$ cat config.mk
export PLATFORM = sky130hd
export DESIGN_NAME = alu_seq
export DESIGN_NICKNAME = d
export VERILOG_FILES = /design/src/rtl/alu_seq.sv
export SDC_FILE = /design/constraint.sdc
export NUM_CORES = 1
export LEC_CHECK = 0
export ABC_CLOCK_PERIOD_IN_PS = 2000
export CAP_MARGIN = 20
export CORE_MARGIN = 2
export CORE_UTILIZATION = 55
export CTS_CLUSTER_SIZE = 14
export DETAILED_ROUTE_END_ITERATION = 16
export DONT_BUFFER_PORTS = 1
export HOLD_SLACK_MARGIN = 0.1
export PLACE_DENSITY = 0.81
export SYNTH_ARGS = -nofsm -noshare
export SYNTH_HDL_FRONTEND = slang
export SYNTH_SLANG_ARGS = --single-unit
$ cat constraint.sdc
create_clock -name clock -period 2 [get_ports clock]
set_clock_uncertainty 0.1 [all_clocks]
set_input_delay 0.5 -clock clock [delete_from_list [all_inputs] [get_ports clock]]
set_output_delay 0.5 -clock clock [all_outputs]
set_load 0.02 [all_outputs]
$ cat src/rtl/alu_seq.sv
// Three-state instruction sequencer for an external combinational ALU, with a 4 x 8 register file.
// Optional zero flag is enabled by defining ZFLAG_EN; otherwise Z is tied low.
module alu_seq (
    input  logic        clock,
    input  logic        reset,
    input  logic [15:0] INSTR,
    input  logic        IVALID,
    output logic        IREADY,
    output logic [7:0]  ALU_A,
    output logic [7:0]  ALU_B,
    output logic [2:0]  ALU_OPR,
    input  logic [7:0]  ALU_R,
    input  logic        ALU_Co,
    input  logic [1:0]  RADDR,
    output logic [7:0]  RDATA,
    output logic        C,
    output logic        Z,
    output logic        DONE
);

    typedef enum logic [1:0] {
        ST_IDLE = 2'd0,
        ST_EXEC = 2'd1,
        ST_WB   = 2'd2
    } state_t;

    state_t      state_q;
    state_t      state_d;
    logic [7:0]  regs_q [4];
    logic [1:0]  rd_q;
    logic [7:0]  a_q;
    logic [7:0]  b_q;
    logic [2:0]  opr_q;
    logic [7:0]  res_q;
    logic        co_q;
    logic        c_q;
    logic        done_q;
    logic        ready_q;
`ifdef ZFLAG_EN
    logic        z_q;
`endif

    // Next-state decode; instructions are accepted only from IDLE.
    always_comb begin
        state_d = state_q;
        case (state_q)
            ST_IDLE: begin
                if (IVALID) begin
                    state_d = ST_EXEC;
                end else begin
                    state_d = ST_IDLE;
                end
            end
            ST_EXEC: state_d = ST_WB;
            ST_WB:   state_d = ST_IDLE;
            default: state_d = ST_IDLE;
        endcase
    end

    // Sequencer state, operand staging, result capture and write-back.
    // Operands are registered on the accept edge so they are stable for the whole EXEC cycle.
    always_ff @(posedge clock or negedge reset) begin
        if (!reset) begin
            state_q <= ST_IDLE;
            ready_q <= 1'b1;
            done_q  <= 1'b0;
            rd_q    <= 2'd0;
            a_q     <= 8'h00;
            b_q     <= 8'h00;
            opr_q   <= 3'd0;
            res_q   <= 8'h00;
            co_q    <= 1'b0;
            c_q     <= 1'b0;
`ifdef ZFLAG_EN
            z_q     <= 1'b0;
`endif
            for (int i = 0; i < 4; i++) begin
                regs_q[i] <= 8'h00;
            end
        end else begin
            state_q <= state_d;
            ready_q <= (state_d == ST_IDLE);
            done_q  <= 1'b0;
            a_q     <= 8'h00;
            b_q     <= 8'h00;
            opr_q   <= 3'd0;
            case (state_q)
                ST_IDLE: begin
                    if (IVALID) begin
                        rd_q  <= INSTR[12:11];
                        a_q   <= regs_q[INSTR[12:11]];
                        b_q   <= INSTR[8] ? INSTR[7:0] : regs_q[INSTR[10:9]];
                        opr_q <= INSTR[15:13];
                    end else begin
                        rd_q  <= rd_q;
                    end
                end
                ST_EXEC: begin
                    res_q  <= ALU_R;
                    co_q   <= ALU_Co;
                    done_q <= 1'b1;
                end
                ST_WB: begin
                    regs_q[rd_q] <= res_q;
                    c_q          <= co_q;
`ifdef ZFLAG_EN
                    z_q          <= (res_q == 8'h00);
`endif
                end
                default: begin
                    done_q <= 1'b0;
                end
            endcase
        end
    end

    assign IREADY  = ready_q;
    assign ALU_A   = a_q;
    assign ALU_B   = b_q;
    assign ALU_OPR = opr_q;
    assign RDATA   = regs_q[RADDR];
    assign C       = c_q;
    assign DONE    = done_q;
`ifdef ZFLAG_EN
    assign Z       = z_q;
`else
    assign Z       = 1'b0;
`endif

endmodule

==> results.md <==
- Run status: complete, but fails checks
- Failing checks: hold timing
- # diodes: 0
- Vias in the first global route: 1,843
- Cell Area, Synth: 3034 µm²
- GRT Overall Usage: 0.2318
- Number of buffers on the longest clock path: 2
- CTS sink count: 66
- Hold violation count in the final report: 66
- Worst-path clk slew: 0.07 ns
- Site row count: 27
- Clk root buf: sky130_fd_sc_hd__clkbuf_8
- Min-delay worst type: primary input to async pin
- Slew Limit Headroom: 0.6289
- Post-layout utilization of the core: 0.6120
- Number of setup violations in the final report: 0
- Total count of max-transition violations in the final report: 0
- DR WL met3: 414 µm
- Global placement routability congestion: 0.7723
- Total iterations of the first detailed-routing run: 4
- Startpoint types: flip-flop
- Area of the die: 6127 µm²
- CP max FO: 4
- Layout cells sized above 1: 0.4921
- Register-to-register path setup slack: 0.30 ns
- DRT iter0 DRCs: 108
- Nets@finish: 217
- Data arrival time of the critical path: 1.31 ns
- CTS H-tree lvls: 3
- Final critical-path required period: 1.911 ns
- Chip Height: 78.28 µm
- Via count normalized by instance count: 6.247
- Metal2 WL: 3368 µm
- Number of buffers added by the clock tree synthesis step: 9
- Mean instance size in the synthesized netlist: 16.58 µm²
- Yosys warning total: 0
- Postcts setup bufs: 0
- CTS tree: done
- Post-DRT Antenna Nets: 0
- Worst path buffer plus inverter count: 0
- Crit path required time: 1.40 ns
- Total of buffers placed on input and output ports: 0
- Leakage power figure: 1.458 nW
- Antenna violations before repair: 0
- Width of the die: 78.28 µm
- Total Power: 4.688 mW
- Placeable core area: 5405 µm²
- Ordered list of cells on the worst path: mux4_2
- Synthesized netlist net count: 213
- Max-capacitance violation count: 0
- Worst hold slack: -0.2490 ns
- Least-Margin Pin Slew: 0.5548 ns
- Critical path type: flip-flop to output pin
- Maximum clock rate: 523.3 MHz
- Type of destination of the critical path: output pin
- Overall overflow remaining after global route: 0
- Gate Count Post-Synth: 183
- Seq/Total Area, Yosys: 0.5447
- Cell family with most CP delay: multiplexers
- Instance count after placement with tap cells included: 248
- Post-detailed-placement half-perimeter wirelength: 4219 µm
- Detailed Route WL: 6340 µm
- Initial cell density of the core: 0.5613
- Power per Cell Area: 1417 nW/µm²
- Maximum single-stage delay on the critical path: 0.57 ns
- Post-DR wirelength/cell: 24.11 µm
- Cell at the slowest stage of the critical path: sky130_fd_sc_hd__mux4_2
- Share of the cycle needed by the critical path after routing: 0.9554
- Final cell count without fillers: 263
- Top routing layer used: met4
- Sum of routed wire segments on met1: 2417 µm
- Total I/O pin count: 61
- Setup TNS: 0 ns
- DRC Markers: 0
- Post-CTS sizing: 0
- Via count: 1,643
- Clk_lat worst skew: 0.34 ns
- Setup repair after global routing missed its margin: no
- Flop and latch count out of synthesis: 66
- Pin count of the biggest net entering global routing: 67
- Layout Area Growth over Synthesis: 9.031%
- Worst VDD drop: 0.8088 mV
- Post-synthesis cell type count: 20
- Global-route wire length before repair: 10,140 µm
[power by group]
part / total, mW / leakage (nW) / switching [mW] / internal, mW
registers: 2.34 / 0.822 / 0.528 / 1.81
logic: 1.20 / 0.531 / 0.420 / 0.783
clock network: 1.15 / 0.106 / 0.478 / 0.670
[cell type report]
type / count / area, µm²
Inverter: 1 / 3.754
Sequential cell: 66 / 1653
Multi-Input combinational cell: 105 / 1328
Fill cell: 400 / 2097
Timing Repair Buffer: 4 / 30.03
Clock inverter: 2 / 35.03
Clock buffer: 13 / 168.9
Tap cell: 72 / 90.09
[per-layer routing]
layer  GRT usage  up-vias
li1            -      698
met1      0.2708      878
met2      0.3948       53
met3     0.08046       14
met4     0.09123        0
met5           0        -
[synthesized netlist by cell type]
cell                       number  area share
sky130_fd_sc_hd__and2b_2        1      0.0029
sky130_fd_sc_hd__and3_1        11       0.023
sky130_fd_sc_hd__buf_1          2      0.0025
sky130_fd_sc_hd__buf_2          4      0.0066
sky130_fd_sc_hd__buf_4          1      0.0025
sky130_fd_sc_hd__clkbuf_1       4      0.0049
sky130_fd_sc_hd__conb_1         1      0.0012
sky130_fd_sc_hd__dfrtp_1       65        0.54
sky130_fd_sc_hd__dfstp_2        1      0.0087
sky130_fd_sc_hd__inv_1          1      0.0012
sky130_fd_sc_hd__mux2_2        44        0.16
sky130_fd_sc_hd__mux2i_1        8       0.026
sky130_fd_sc_hd__mux4_2        24        0.18
sky130_fd_sc_hd__nand2_2        1      0.0021
sky130_fd_sc_hd__nand2b_4       1      0.0045
sky130_fd_sc_hd__nand4b_2       1      0.0049
sky130_fd_sc_hd__nor2_1         9       0.011
sky130_fd_sc_hd__nor3_4         1      0.0054
sky130_fd_sc_hd__nor3b_4        2       0.012
sky130_fd_sc_hd__o21bai_1       1      0.0025
[kinds of logic (layout without fill, tap and decap cells)]
| kind of cell | Yosys count | count (layout) | synth area share |
|---|---|---|---|
| muxes | 76 | 76 | 0.3678 |
| AOI/OAI and AO/OA | 1 | 1 | 0.002475 |
| DFF | 66 | 66 | 0.5447 |
| and+or+nand+nor | 27 | 27 | 0.06598 |
| other | 1 | 1 | 0.001236 |
| buffers and inverters | 12 | 20 | 0.01773 |
[final timing paths]
kind                         endpoint       start  cells after the start
min                         regs_q[4]       reset                      0
max in group asynchronous      IREADY       reset                      0
max                          RDATA[2]   regs_q[2]                      1
min in group clock             IREADY      IVALID                      1
max reg2reg                regs_q[30]  state_q[0]                      3
min reg2reg                    IREADY  state_q[0]                      1
[state kept, by name, indices dropped and copies added, names as in the netlist]
| signal | flops |
|---|---|
| regs_q | 32 |
| ALU_A | 8 |
| ALU_B | 8 |
| res_q | 8 |
| ALU_OPR | 3 |
| rd_q | 2 |
| C | 1 |
| DONE | 1 |
| IREADY | 1 |
| co_q | 1 |
| state_q | 1 |
[cells in the final DEF (no fill, tap or decap), drive strengths merged]
master | Yosys | final
and2b | 1 | 1
and3 | 11 | 11
buf | 7 | 4
bufinv | 0 | 1
clkbuf | 4 | 13
clkinv | 0 | 1
conb | 1 | 1
dfrtp | 65 | 65
dfstp | 1 | 1
inv | 1 | 1
mux2 | 44 | 44
mux2i | 8 | 8
mux4 | 24 | 24
nand2 | 1 | 1
nand2b | 1 | 1
nand4b | 1 | 1
nor2 | 9 | 9
nor3 | 1 | 1
nor3b | 2 | 2
o21bai | 1 | 1
[metrics by stage]
step	setup slack (ns)	instance area, µm²
global placement	0.3358	3104
CTS	0.07661	3308
global route	0.04903	3308
floorplan	0.07154	3034
detailed placement	0.3358	3104
finish	0.08914	3308
No activity file was read; power rests on OpenSTA's default activity.
